--- config.mk ---
export PLATFORM = sky130hd
export DESIGN_NAME = muladd_dot_seq_flat
export DESIGN_NICKNAME = d
export VERILOG_FILES = /design/src/rtl/muladd_dot_seq_pkg.sv /design/src/rtl/muladd_dot_seq_if.sv /design/src/rtl/muladd_dot_seq.sv /design/src/flat_wrapper.sv
export SDC_FILE = /design/constraint.sdc
export NUM_CORES = 1
export LEC_CHECK = 0
export BUFFER_PORTS_ARGS = -buffer_cell sky130_fd_sc_hd__buf_2
export CORE_UTILIZATION = 47
export DETAILED_ROUTE_END_ITERATION = 10
export GPL_ROUTABILITY_DRIVEN = 0
export PLACE_DENSITY_LB_ADDON = 0.12
export SYNTH_ARGS = -nofsm -noshare
export SYNTH_HDL_FRONTEND = slang
export SYNTH_SLANG_ARGS = --single-unit
--- constraint.sdc ---
create_clock -name CLK -period 2.6 [get_ports CLK]
set_clock_uncertainty 0.2 [all_clocks]
set_input_delay 0.13 -clock CLK [delete_from_list [all_inputs] [get_ports CLK]]
set_output_delay 0.13 -clock CLK [all_outputs]
set_load 0.005 [all_outputs]
--- src/rtl/muladd_dot_seq_pkg.sv ---
// Shared types and width-legality helpers for the dot-product sequencer.
package muladd_seq_pkg;

    // Sequencer states: wait for command, stream operands, let the MAC settle, offer result.
    typedef enum logic [1:0] {
        IDLE  = 2'd0,
        RUN   = 2'd1,
        DRAIN = 2'd2,
        DONE  = 2'd3
    } seq_state_t;

    // Default widths of the reference configuration.
    localparam int DEF_A_WIDTH   = 8;
    localparam int DEF_B_WIDTH   = 8;
    localparam int DEF_C_WIDTH   = 20;
    localparam int DEF_Q_WIDTH   = 20;
    localparam int DEF_LEN_WIDTH = 8;

    // The bias must fit in the result, and a full product must fit in the result.
    function automatic bit widths_legal(input int a_w, input int b_w, input int c_w,
                                        input int q_w, input int len_w);
        return (a_w > 0) && (b_w > 0) && (len_w > 0) &&
               (c_w > 0) && (c_w <= q_w) && (a_w + b_w <= q_w);
    endfunction

endpackage

--- src/rtl/muladd_dot_seq_if.sv ---
// Command / operand / result handshake bundle between the stream fabric and the sequencer.
interface muladd_dot_seq_if #(
    parameter int A_WIDTH   = 8,
    parameter int B_WIDTH   = 8,
    parameter int C_WIDTH   = 20,
    parameter int Q_WIDTH   = 20,
    parameter int LEN_WIDTH = 8
);
    logic                 cmd_valid;
    logic                 cmd_ready;
    logic [LEN_WIDTH-1:0] cmd_len;
    logic                 cmd_signed;
    logic [C_WIDTH-1:0]   cmd_bias;

    logic                 op_valid;
    logic                 op_ready;
    logic [A_WIDTH-1:0]   op_a;
    logic [B_WIDTH-1:0]   op_b;

    logic                 res_valid;
    logic                 res_ready;
    logic [Q_WIDTH-1:0]   res_data;

    // Fabric side: issues commands and operands, consumes results.
    modport master (
        output cmd_valid, cmd_len, cmd_signed, cmd_bias,
        output op_valid, op_a, op_b,
        output res_ready,
        input  cmd_ready, op_ready, res_valid, res_data
    );

    // Sequencer side.
    modport slave (
        input  cmd_valid, cmd_len, cmd_signed, cmd_bias,
        input  op_valid, op_a, op_b,
        input  res_ready,
        output cmd_ready, op_ready, res_valid, res_data
    );

endinterface

--- src/rtl/muladd_dot_seq.sv ---
// Dot-product sequencer: feeds one external MAC with operand pairs and returns the accumulated sum.
module muladd_dot_seq
    import muladd_seq_pkg::*;
#(
    parameter int A_WIDTH   = DEF_A_WIDTH,
    parameter int B_WIDTH   = DEF_B_WIDTH,
    parameter int C_WIDTH   = DEF_C_WIDTH,
    parameter int Q_WIDTH   = DEF_Q_WIDTH,
    parameter int LEN_WIDTH = DEF_LEN_WIDTH
) (
    input  logic               CLK,
    input  logic               rst,
    muladd_dot_seq_if.slave    bus,
    output logic               busy,
    output logic [A_WIDTH-1:0] mac_A,
    output logic [B_WIDTH-1:0] mac_B,
    output logic [C_WIDTH-1:0] mac_C,
    output logic               mac_ACC,
    output logic               mac_signExtension,
    output logic               mac_ACCout,
    output logic               mac_clr,
    input  logic [Q_WIDTH-1:0] mac_Q
);

    localparam bit WIDTHS_OK = widths_legal(A_WIDTH, B_WIDTH, C_WIDTH, Q_WIDTH, LEN_WIDTH);

    // Refuse to elaborate a configuration where the bias or a product cannot fit the result.
    if (!WIDTHS_OK) begin : g_width_check
        $error("muladd_dot_seq: illegal width parameters");
    end

    seq_state_t           state;
    logic [LEN_WIDTH-1:0] count;
    logic [LEN_WIDTH-1:0] len_q;
    logic                 signed_q;
    logic [C_WIDTH-1:0]   bias_q;
    logic [Q_WIDTH-1:0]   res_data_q;
    logic                 res_valid_q;
    logic                 op_ready_q;
    logic                 busy_q;
    logic                 op_fire;
    logic                 last_op;

    assign op_fire = op_ready_q & bus.op_valid;
    assign last_op = (count == len_q - LEN_WIDTH'(1));

    assign bus.cmd_ready  = (state == IDLE);
    assign bus.op_ready   = op_ready_q;
    assign bus.res_valid  = res_valid_q;
    assign bus.res_data   = res_data_q;
    assign busy           = busy_q;

    assign mac_clr           = (state == IDLE);
    assign mac_C             = bias_q;
    assign mac_signExtension = signed_q;
    assign mac_ACCout        = 1'b1;

    // Controller FSM: command latch, element counter, result capture and handshake flags.
    always_ff @(posedge CLK) begin
        if (rst) begin
            state       <= IDLE;
            count       <= '0;
            len_q       <= '0;
            signed_q    <= 1'b0;
            bias_q      <= '0;
            res_data_q  <= '0;
            res_valid_q <= 1'b0;
            op_ready_q  <= 1'b0;
            busy_q      <= 1'b0;
        end else begin
            case (state)
                IDLE: begin
                    if (bus.cmd_valid) begin
                        len_q    <= bus.cmd_len;
                        signed_q <= bus.cmd_signed;
                        bias_q   <= bus.cmd_bias;
                        count    <= '0;
                        busy_q   <= 1'b1;
                        if (bus.cmd_len == '0) begin
                            res_data_q  <= Q_WIDTH'(bus.cmd_bias);
                            res_valid_q <= 1'b1;
                            state       <= DONE;
                        end else begin
                            op_ready_q <= 1'b1;
                            state      <= RUN;
                        end
                    end
                end
                RUN: begin
                    if (op_fire) begin
                        count <= count + LEN_WIDTH'(1);
                        if (last_op) begin
                            op_ready_q <= 1'b0;
                            state      <= DRAIN;
                        end
                    end
                end
                DRAIN: begin
                    res_data_q  <= mac_Q;
                    res_valid_q <= 1'b1;
                    state       <= DONE;
                end
                DONE: begin
                    if (bus.res_ready) begin
                        res_valid_q <= 1'b0;
                        busy_q      <= 1'b0;
                        state       <= IDLE;
                    end
                end
                default: begin
                    state <= IDLE;
                end
            endcase
        end
    end

    // MAC operand steering: real operands only on a fire, zeros otherwise so the accumulator holds.
    always_comb begin
        mac_A   = '0;
        mac_B   = '0;
        mac_ACC = 1'b0;
        case (state)
            RUN: begin
                mac_ACC = (count != '0);
                if (op_fire) begin
                    mac_A = bus.op_a;
                    mac_B = bus.op_b;
                end
            end
            DRAIN, DONE: begin
                mac_ACC = 1'b1;
            end
            default: begin
                mac_ACC = 1'b0;
            end
        endcase
    end

endmodule

--- src/flat_wrapper.sv ---
// flat-port wrapper written by rule: the top's interface ports become plain ports
module muladd_dot_seq_flat import muladd_seq_pkg::*;
#(
    parameter int A_WIDTH   = DEF_A_WIDTH,
    parameter int B_WIDTH   = DEF_B_WIDTH,
    parameter int C_WIDTH   = DEF_C_WIDTH,
    parameter int Q_WIDTH   = DEF_Q_WIDTH,
    parameter int LEN_WIDTH = DEF_LEN_WIDTH
)
  (CLK, rst, busy, mac_A, mac_B, mac_C, mac_ACC, mac_signExtension, mac_ACCout, mac_clr, mac_Q, bus_cmd_valid, bus_cmd_len, bus_cmd_signed, bus_cmd_bias, bus_op_valid, bus_op_a, bus_op_b, bus_res_ready, bus_cmd_ready, bus_op_ready, bus_res_valid, bus_res_data);
  muladd_dot_seq_if #(.A_WIDTH(A_WIDTH), .B_WIDTH(B_WIDTH), .C_WIDTH(C_WIDTH), .Q_WIDTH(Q_WIDTH), .LEN_WIDTH(LEN_WIDTH)) bus_i ();
  input  logic CLK;
  input  logic rst;
  output logic busy;
  output logic [A_WIDTH-1:0] mac_A;
  output logic [B_WIDTH-1:0] mac_B;
  output logic [C_WIDTH-1:0] mac_C;
  output logic mac_ACC;
  output logic mac_signExtension;
  output logic mac_ACCout;
  output logic mac_clr;
  input  logic [Q_WIDTH-1:0] mac_Q;
  input wire logic [$bits(bus_i.cmd_valid)-1:0] bus_cmd_valid;
  input wire logic [$bits(bus_i.cmd_len)-1:0] bus_cmd_len;
  input wire logic [$bits(bus_i.cmd_signed)-1:0] bus_cmd_signed;
  input wire logic [$bits(bus_i.cmd_bias)-1:0] bus_cmd_bias;
  input wire logic [$bits(bus_i.op_valid)-1:0] bus_op_valid;
  input wire logic [$bits(bus_i.op_a)-1:0] bus_op_a;
  input wire logic [$bits(bus_i.op_b)-1:0] bus_op_b;
  input wire logic [$bits(bus_i.res_ready)-1:0] bus_res_ready;
  output wire logic [$bits(bus_i.cmd_ready)-1:0] bus_cmd_ready;
  output wire logic [$bits(bus_i.op_ready)-1:0] bus_op_ready;
  output wire logic [$bits(bus_i.res_valid)-1:0] bus_res_valid;
  output wire logic [$bits(bus_i.res_data)-1:0] bus_res_data;
  assign bus_i.cmd_valid = bus_cmd_valid;
  assign bus_i.cmd_len = bus_cmd_len;
  assign bus_i.cmd_signed = bus_cmd_signed;
  assign bus_i.cmd_bias = bus_cmd_bias;
  assign bus_i.op_valid = bus_op_valid;
  assign bus_i.op_a = bus_op_a;
  assign bus_i.op_b = bus_op_b;
  assign bus_i.res_ready = bus_res_ready;
  assign bus_cmd_ready = bus_i.cmd_ready;
  assign bus_op_ready = bus_i.op_ready;
  assign bus_res_valid = bus_i.res_valid;
  assign bus_res_data = bus_i.res_data;
  muladd_dot_seq #(.A_WIDTH(A_WIDTH), .B_WIDTH(B_WIDTH), .C_WIDTH(C_WIDTH), .Q_WIDTH(Q_WIDTH), .LEN_WIDTH(LEN_WIDTH)) u_core (.CLK(CLK), .rst(rst), .bus(bus_i), .busy(busy), .mac_A(mac_A), .mac_B(mac_B), .mac_C(mac_C), .mac_ACC(mac_ACC), .mac_signExtension(mac_signExtension), .mac_ACCout(mac_ACCout), .mac_clr(mac_clr), .mac_Q(mac_Q));
endmodule
==> results.json, run 1 <==
{
  "nNetsFinal": 614,
  "yosysUniqueCellTypes": 47,
  "fin_crit_ns": 2.427,
  "netlist_area_um2": 3027,
  "clk_latency_ns": 0.33,
  "htreeDepth": 3,
  "grt_pass1_vias": 2945,
  "worstMarginPinSlew_ns": 0.5346,
  "hpwl_mm": 5.458,
  "hold_violations": 0,
  "worst_hold_slack_ns": 0.02359,
  "cts_tree": "built",
  "num_vias": 3194,
  "placed_cells": 550,
  "synth_top_area_share_pct": 41.01,
  "ys_top_cells_by_count": "nand2_1, dfxtp_1, a21oi_1",
  "synth.most_common_cell": "nand2_1",
  "die_y_um": 82.25,
  "critPathKind": "reg2reg",
  "slew_headroom_pct": 64.36,
  "switching_share_pct": 33.39,
  "synthesis.nets": 441,
  "syn_area_per_cell_um2": 8.315,
  "drv_slew": 0,
  "synth_cells": 364,
  "synth_seq_cells": 62,
  "startpoint_type": "flip-flop",
  "antenna_found_initial": 0,
  "drtAntennaViolNets": 0,
  "core_area_um2": 6061,
  "portBuffers": 132,
  "path_max_fanout": 5,
  "pwr-share-clk_pct": 27.0,
  "clkTransAtPathRegs_ns": 0.06,
  "grt_pass1_wl_mm": 13.53,
  "p_comb_share_pct": 33.7,
  "finalPower_mw": 2.937,
  "start_util_pct": 49.94,
  "maxCapViolCount": 0,
  "postLayoutCoreUtil_pct": 72.77,
  "synth_top_cell_by_area": "dfxtp_1",
  "setup-violations-final": 0,
  "drt_iter0_drc": 129,
  "synth_flop_cell": "dfxtp_1",
  "synthArstFlopShare_pct": 0,
  "num-fill-cells": 453,
  "grt_max_degree": 41,
  "post_cts_buffers": 0,
  "p_switching_uw": 980.8,
  "fp.dieW_um": 82.25,
  "final_cells": 614,
  "synth_warnings": 0,
  "layout-drive-gt1-share_pct": 29.87,
  "rsz0062_at_grt": "false",
  "clk_path_buf_depth": 2,
  "antennaDiodeCount": 0,
  "dieArea_um2": 6764,
  "timing.final.crit_share_pct": 93.34,
  "arrival_ns": 2.44,
  "drt_pass1_iterations": 4,
  "grt-ovfl-total": 0,
  "rows": 28,
  "cts_buffers": 9,
  "ys_top_cells_by_area": "dfxtp_1, nand2_1, mux2i_1, a21oi_1, a211oi_1",
  "outcome": "completed",
  "wl_per_cell_um": 14.10,
  "p_per_area_nw_per_um2": 666.0,
  "cts_sinks": 62,
  "tns_ns": 0,
  "pin_count": 134,
  "synth-edff-count": 0,
  "required_ns": 2.61,
  "hp-class": "in2reg",
  "wirelength_mm": 8.655,
  "grt_usage_pct": 26.70,
  "root_buffer": "clkbuf_8",
  "internal-power_mw": 1.957,
  "crit_path_end_kind": "flip-flop",
  "seq_power_share_pct": 39.2,
  "peakVddDrop_v": 0.0004005,
  "drc": 0,
  "power.leakage_nw": 1.983,
  "fmax_mhz": 412.1,
  "synth-seq-area-share_pct": 41.01,
  "via_per_inst": 5.202,
  "area_delta_synth_final_pct": 45.72
}
-- critical path: stages (launching register included) --
cell and delay, ns:
dfxtp_2 0.38, inv_1 0.06, ha_1 0.32, xor2_2 0.13, o2111ai_1 0.12, a211o_1 0.32, a2111oi_4 0.32, a31oi_2 0.16
mux2_4 0.32
-- state kept, by name, summed over array words and instances (netlist names) --
register / cells
u_core.len_q: 8
u_core.bus.op_ready: 1
u_core.bus.res_data: 20
u_core.busy: 1
u_core.mac_C: 20
u_core.state: 2
u_core.count: 8
u_core.bus.res_valid: 1
u_core.mac_signExtension: 1
-- power by group through the flow --
stage | logic, mW | clock network (mW) | registers, mW
finish | 0.991 | 0.794 | 1.15
global route | 1.11 | 0.847 | 1.17
CTS | 0.976 | 0.809 | 1.15
detailed placement | 0.906 | 0 | 1.17
global placement | 0.893 | 0 | 1.17
floorplan | 0.625 | 0 | 1.16
-- metrics by stage --
step           worst slack, ns  cell area [µm²]
2_1_floorplan           0.2508             3027
3_3_place_gp            0.1850             3715
3_5_place_dp            0.1208             3715
4_1_cts                 0.1133             4402
5_1_grt                0.04755             4410
6_report                0.1733             4410
-- logic make-up (layout without fill, tap and decap cells) --
| family | count (synthesis) | count (layout) | synth area share [%] |
|---|---|---|---|
| simple gates | 143 | 143 | 21.66 |
| compound gates | 75 | 75 | 16.45 |
| flops | 62 | 62 | 41.01 |
| buf+inv | 37 | 212 | 4.920 |
| mux | 24 | 24 | 8.102 |
| xor+xnor | 15 | 15 | 4.837 |
| fa+ha+maj | 7 | 7 | 2.894 |
| other cells | 1 | 1 | 0.1239 |
-- metal layers --
| layer | GRT usage, % | vias to the layer above | wire length, µm |
|---|---|---|---|
| li1 | - | 1580 | - |
| met1 | 31.07 | 1458 | 3513 |
| met2 | 46.12 | 138 | 4302 |
| met3 | 6.813 | 18 | 660 |
| met4 | 11.58 | 0 | 179 |
| met5 | 0 | - | 0 |
-- layout make-up --
cell class                      count  area (µm²)  area share (%)
Multi-Input combinational cell    265        1644           37.28
Clock inverter                      2       35.03          0.7943
Tap cell                           75       93.84           2.128
Timing Repair Buffer              189        1216           27.57
Sequential cell                    62        1242           28.17
Inverter                           10       37.54          0.8511
Clock buffer                       11       141.4           3.206
-- path summary, 6_finish.rpt --
check,end,slack (ns),cells after the start,startpoint
setup / recovery,u_core.state[1],0.17,8,u_core.len_q[0]
hold / removal,u_core.bus.op_ready,0.02,4,bus_cmd_valid
setup reg to reg,u_core.state[1],0.17,8,u_core.len_q[0]
hold reg to reg,u_core.mac_C[12],0.25,2,u_core.mac_C[12]
-- cell usage in the layout (no fill, tap or decap), types with 2 or more instances in the layout --
cell type      count
nor3_2             2
buf_4              6
nand2_1           68
mux2i_1           23
inv_1             10
xor2_1             8
ha_1               7
and2_1            18
and3_1             2
buf_2            132
nand4_1            2
o21bai_1           3
a31oi_1            2
clkbuf_8          10
a211oi_1          20
a21oi_1           36
xnor2_1            5
nor2b_1            2
nand3_1            6
nor4_1             2
nand2b_1           2
nor2_1            32
dlygate4sd3_1     51
dfxtp_1           61
o21ai_0            3
-- timing repair --
action	4_1_cts	5_1_grt
resized for setup	0	2
endpoints found under the setup margin	0	2
endpoints found under the hold margin	51	0
hold buffers	51	0
Note: power is estimated with default switching activity, not from simulation.
==> run 2: changes to the inputs <==
- PLACE_DENSITY_LB_ADDON: 0.12 -> 0.1
- REMOVE_ABC_BUFFERS: default -> 1
==> run 2 against run 1 <==
Against the previous run:
- non-clock buffer count is the same
- critical path depth is the same
- via count shrank 0.91%
- sequential share of layout area shrank 0.33 points
- total power grew 5.9%
- largest cell class unchanged
- largest power group unchanged
==> results.json, run 2 (synthesized netlist as in run 1, its figures left out) <==
{
  "outcome": "completed",
  "clk_latency_ns": 0.33,
  "grt_pass1_wl_mm": 13.27,
  "slew_headroom_pct": 61.43,
  "drv_slew": 0,
  "fin_crit_ns": 2.447,
  "pin_count": 134,
  "place_area_um2": 3715,
  "pwr-share-clk_pct": 31.5,
  "finalPower_mw": 3.111,
  "grt-ovfl-total": 0,
  "clkTransAtPathRegs_ns": 0.07,
  "final_common_cell": "buf_2",
  "arrival_ns": 2.47,
  "p_switching_mw": 1.017,
  "timing.final.crit_share_pct": 94.12,
  "antenna_found_initial": 0,
  "antennaDiodeCount": 0,
  "cts-hold-fix-buffers": 51,
  "regArea_um2": 1241,
  "nNetsFinal": 614,
  "required_ns": 2.62,
  "hp-class": "in2reg",
  "cts_tree": "built",
  "hold_violations": 0,
  "rsz0062_at_grt": "false",
  "path_max_fanout": 5,
  "die_y_um": 82.25,
  "tns_ns": 0,
  "p_comb_share_pct": 31.4,
  "drtAntennaViolNets": 0,
  "layout-drive-gt1-share_pct": 30.07,
  "worstMarginPinSlew_ns": 0.5785,
  "num_vias": 3165,
  "start_util_pct": 49.94,
  "fin_area_um2": 4458,
  "drt_iter0_drc": 122,
  "final_cell_mix": "buf_2, nand2_1, dfxtp_1, dlygate4sd3_1, a21oi_1",
  "core_area_um2": 6061,
  "power.leakage_nw": 1.999,
  "hpwl_mm": 5.331,
  "internal-power_mw": 2.094,
  "portBuffers": 132,
  "crit_path_end_kind": "flip-flop",
  "wl_per_cell_um": 13.25,
  "grt_usage_pct": 25.66,
  "drt_pass1_iterations": 4,
  "cts_buffers": 9,
  "clk_path_buf_depth": 2,
  "setup-violations-final": 0,
  "startpoint_type": "flip-flop",
  "critPathKind": "reg2reg",
  "post_cts_buffers": 0,
  "num-fill-cells": 501,
  "fmax_mhz": 408.7,
  "drc": 0,
  "seq_power_share_pct": 37.1,
  "peakVddDrop_v": 0.0005255,
  "cts_resized": 0,
  "grt_max_degree": 41,
  "p_per_area_nw_per_um2": 697.9,
  "via_per_inst": 5.130,
  "switching_share_pct": 32.69,
  "root_buffer": "clkbuf_8",
  "maxCapViolCount": 0,
  "rows": 28,
  "multiInputGateArea_um2": 1637,
  "wirelength_mm": 8.174,
  "cts_sinks": 62,
  "area_delta_synth_final_pct": 47.29,
  "htreeDepth": 3,
  "grt_pass1_vias": 2941,
  "fp.dieW_um": 82.25,
  "dieArea_um2": 6764
}
run 2: changes by cell type in the layout (fill, tap and decap cells not counted), sizes merged:
cell and delta:
clkinv +1, bufinv +1, clkinvlp +1
run 2: layer usage:
metal | up-vias | wire length (µm) | track usage, %
met1 | 1435 | 3546 | 30.69
li1 | 1588 | - | -
met5 | - | 0 | 0
met3 | 14 | 655 | 7.802
met4 | 0 | 130 | 9.825
met2 | 128 | 3842 | 42.98
run 2: power by group through the flow:
stage	Clock (mW)	Combinational, mW	Sequential [mW]
6_report	0.980	0.977	1.15
3_3_place_gp	0	0.890	1.17
4_1_cts	0.993	0.975	1.15
3_5_place_dp	0	0.909	1.17
5_1_grt	1.04	1.10	1.17
2_1_floorplan	0	0.570	1.17
run 2: critical path, cell delays in order, from the launching register on:
cell and delay, ns:
dfxtp_1 0.41, inv_1 0.07, ha_1 0.33, xor2_2 0.13, o2111ai_1 0.10, a211o_1 0.31, a2111oi_4 0.32, a31oi_2 0.17
mux2_4 0.32
run 2: area by class of cell:
| class | instances | share of cell area [%] |
|---|---|---|
| clock inverters | 5 | 1.824 |
| flip-flops and latches | 62 | 27.84 |
| multi-input cells | 265 | 36.71 |
| inverters | 10 | 0.8420 |
| repair buffers | 189 | 27.28 |
| clock buffers | 11 | 3.396 |
| well taps | 75 | 2.105 |
run 2: path summary, 6_finish.rpt:
path	startpoint	endpoint	slack (ns)	cells after the start
worst max-delay path	u_core.len_q[0]	u_core.state[1]	0.15	8
worst min-delay path	bus_cmd_valid	u_core.bus.op_ready	0.04	4
worst max register to register	u_core.len_q[0]	u_core.state[1]	0.15	8
worst min register to register	u_core.mac_C[10]	u_core.mac_C[10]	0.25	2
run 2: metrics by stage:
stage	utilization (%)	setup slack [ns]	cells	hold WS [ns]
final	73.55	0.1530	617	0.03629
after CTS	73.55	0.1377	617	0.02485
after floorplan	-	-0.2120	337	-0.0009342
after global placement	61.29	0.1893	550	0.1741
after detailed placement	61.29	0.1356	550	0.1771
after global routing	73.55	0.009148	617	0.09205
==> run 3: changes to the inputs <==
- PLACE_DENSITY: default -> 0.8
- PLACE_DENSITY_LB_ADDON: 0.1 -> default
==> run 3 against run 2 <==
Against the previous run:
- global-route usage rose by 4.0 points
- first-iteration DRC count increased by 91%
- total power up 3.3%
- clock power grew 6%
- via count rose by 6.2%
- non-clock buffer count up 2
- worst hold slack worse by 0.0067 ns
- register-to-register slack about the same
- largest power group unchanged
- flip-flop and latch count did not move
- largest cell class unchanged
==> results.json, run 3 (synthesized netlist as in run 1, its figures left out) <==
{
  "outcome": "completed",
  "cts_tree": "built",
  "grt_max_degree": 41,
  "seq_power_share_pct": 36.0,
  "num_vias": 3361,
  "internal-power_mw": 2.169,
  "hp-class": "in2reg",
  "path_max_fanout": 4,
  "rows": 28,
  "met2_usage_pct": 51.82,
  "nNetsFinal": 616,
  "critPathSlowestCell": "dfxtp_1",
  "worstMarginPinSlew_ns": 0.5651,
  "drt_iter0_drc": 233,
  "grt_pass1_vias": 3223,
  "regArea_um2": 1242,
  "required_ns": 2.63,
  "rsz0062_at_grt": "false",
  "clkTransAtPathRegs_ns": 0.07,
  "switching_share_pct": 32.50,
  "wirelength_mm": 9.472,
  "fin_ws_ns": 0.1416,
  "p_switching_mw": 1.044,
  "grt_pass1_wl_mm": 15.06,
  "pin_count": 134,
  "worst-path-buf-inv": 1,
  "met1_usage_pct": 33.40,
  "p_comb_share_pct": 31.6,
  "cts_sinks": 62,
  "drtAntennaViolNets": 0,
  "grt_usage_pct": 29.70,
  "crit_chain": "inv_1 -> ha_1 -> xor2_2 -> o2111ai_1 -> a211o_1 -> a2111oi_4 -> a31oi_2 -> mux2_4",
  "cp_top_family": "compound AO/OA/AOI/OAI gates",
  "layout-drive-gt1-share_pct": 30.20,
  "drv_slew": 0,
  "fp.dieW_um": 82.25,
  "grt.busiest_layer": "met2",
  "dieArea_um2": 6764,
  "grt-ovfl-total": 0,
  "antenna_found_initial": 0,
  "hpwl_mm": 5.564,
  "drc": 0,
  "met3_usage_pct": 9.670,
  "via_per_inst": 5.439,
  "post_cts_buffers": 0,
  "arrival_ns": 2.49,
  "tns_ns": 0,
  "hold_violations": 0,
  "clk_path_buf_depth": 2,
  "die_y_um": 82.25,
  "multiInputGateArea_um2": 1637,
  "power.leakage_nw": 2.013,
  "final_cell_mix": "buf_2, nand2_1, dfxtp_1, dlygate4sd3_1, a21oi_1",
  "final_common_cell": "buf_2",
  "maxCapViolCount": 0,
  "startpoint_type": "flip-flop",
  "slew_headroom_pct": 61.98,
  "portBuffers": 132,
  "area_delta_synth_final_pct": 47.95,
  "start_util_pct": 49.94,
  "core_area_um2": 6061,
  "postLayoutCoreUtil_pct": 73.89,
  "cts_buffers": 9,
  "timing.final.crit_share_pct": 94.55,
  "clk_latency_ns": 0.34,
  "p_per_area_nw_per_um2": 717.7,
  "htreeDepth": 3,
  "critPathMaxStageDelay_ns": 0.38,
  "antennaDiodeCount": 0,
  "pwr-share-clk_pct": 32.4,
  "drt_pass1_iterations": 4,
  "root_buffer": "clkbuf_8",
  "fmax_mhz": 406.8,
  "crit_path_end_kind": "flip-flop",
  "finalPower_mw": 3.214,
  "wl_per_cell_um": 15.33,
  "place_ws_ns": 0.1050,
  "num-fill-cells": 416,
  "critPathKind": "reg2reg",
  "setup-violations-final": 0,
  "fin_crit_ns": 2.458,
  "peakVddDrop_v": 0.0004748
}
-- run 3: layout make-up --
cell class	instances	area share [%]
well taps	75	2.096
repair buffers	191	27.49
clock buffers	11	3.157
flip-flops and latches	62	27.75
inverters	10	0.8382
clock inverters	4	2.124
multi-input cells	265	36.55
-- run 3: what timing repair did --
| action | 4_1_cts | 5_1_grt |
|---|---|---|
| hold buffers | 51 | 0 |
| resized for setup | 0 | 1 |
| endpoints found under the hold margin | 51 | 0 |
| endpoints found under the setup margin | 0 | 1 |
-- run 3: worst paths after layout --
path                                       start  depth (start not counted)                   to  slack [ns]
worst max-delay path             u_core.len_q[1]                          8      u_core.state[1]        0.14
worst min-delay path               bus_cmd_valid                          4  u_core.bus.op_ready        0.03
worst max register to register   u_core.len_q[1]                          8      u_core.state[1]        0.14
worst min register to register  u_core.mac_C[19]                          2     u_core.mac_C[19]        0.26
-- run 3: routing by layer --
layer / up-vias / part of all wire [%]
met2: 192 / 48
met1: 1559 / 39
met5: - / 0
met4: 0 / 2.5
li1: 1585 / -
met3: 25 / 9.9
-- run 3: power groups by stage --
stage	logic, mW	registers, mW	clock network [mW]
floorplan	0.570	1.17	0
global placement	0.892	1.16	0
detailed placement	0.918	1.17	0
CTS	0.986	1.15	1.04
global route	1.12	1.17	1.09
finish	1.02	1.16	1.04
-- run 3: per-stage QoR --
| stage | std cells | hold WS (ns) | area (µm²) |
|---|---|---|---|
| floorplan | 337 | -0.0009342 | 2915 |
| global placement | 552 | 0.1697 | 3730 |
| detailed placement | 552 | 0.1874 | 3730 |
| CTS | 618 | 0.01634 | 4477 |
| global route | 618 | 0.04842 | 4478 |
| finish | 618 | 0.02962 | 4478 |
-- run 3: worst register-to-register path: cells and delay by family (launching register included) --
family	cells	cell delay (ns)
AO/OA/AOI/OAI	4	0.93
XOR/XNOR	1	0.13
adder cells (fa/ha/maj)	1	0.31
buffers and inverters	1	0.07
flip-flops	1	0.38
multiplexers	1	0.33
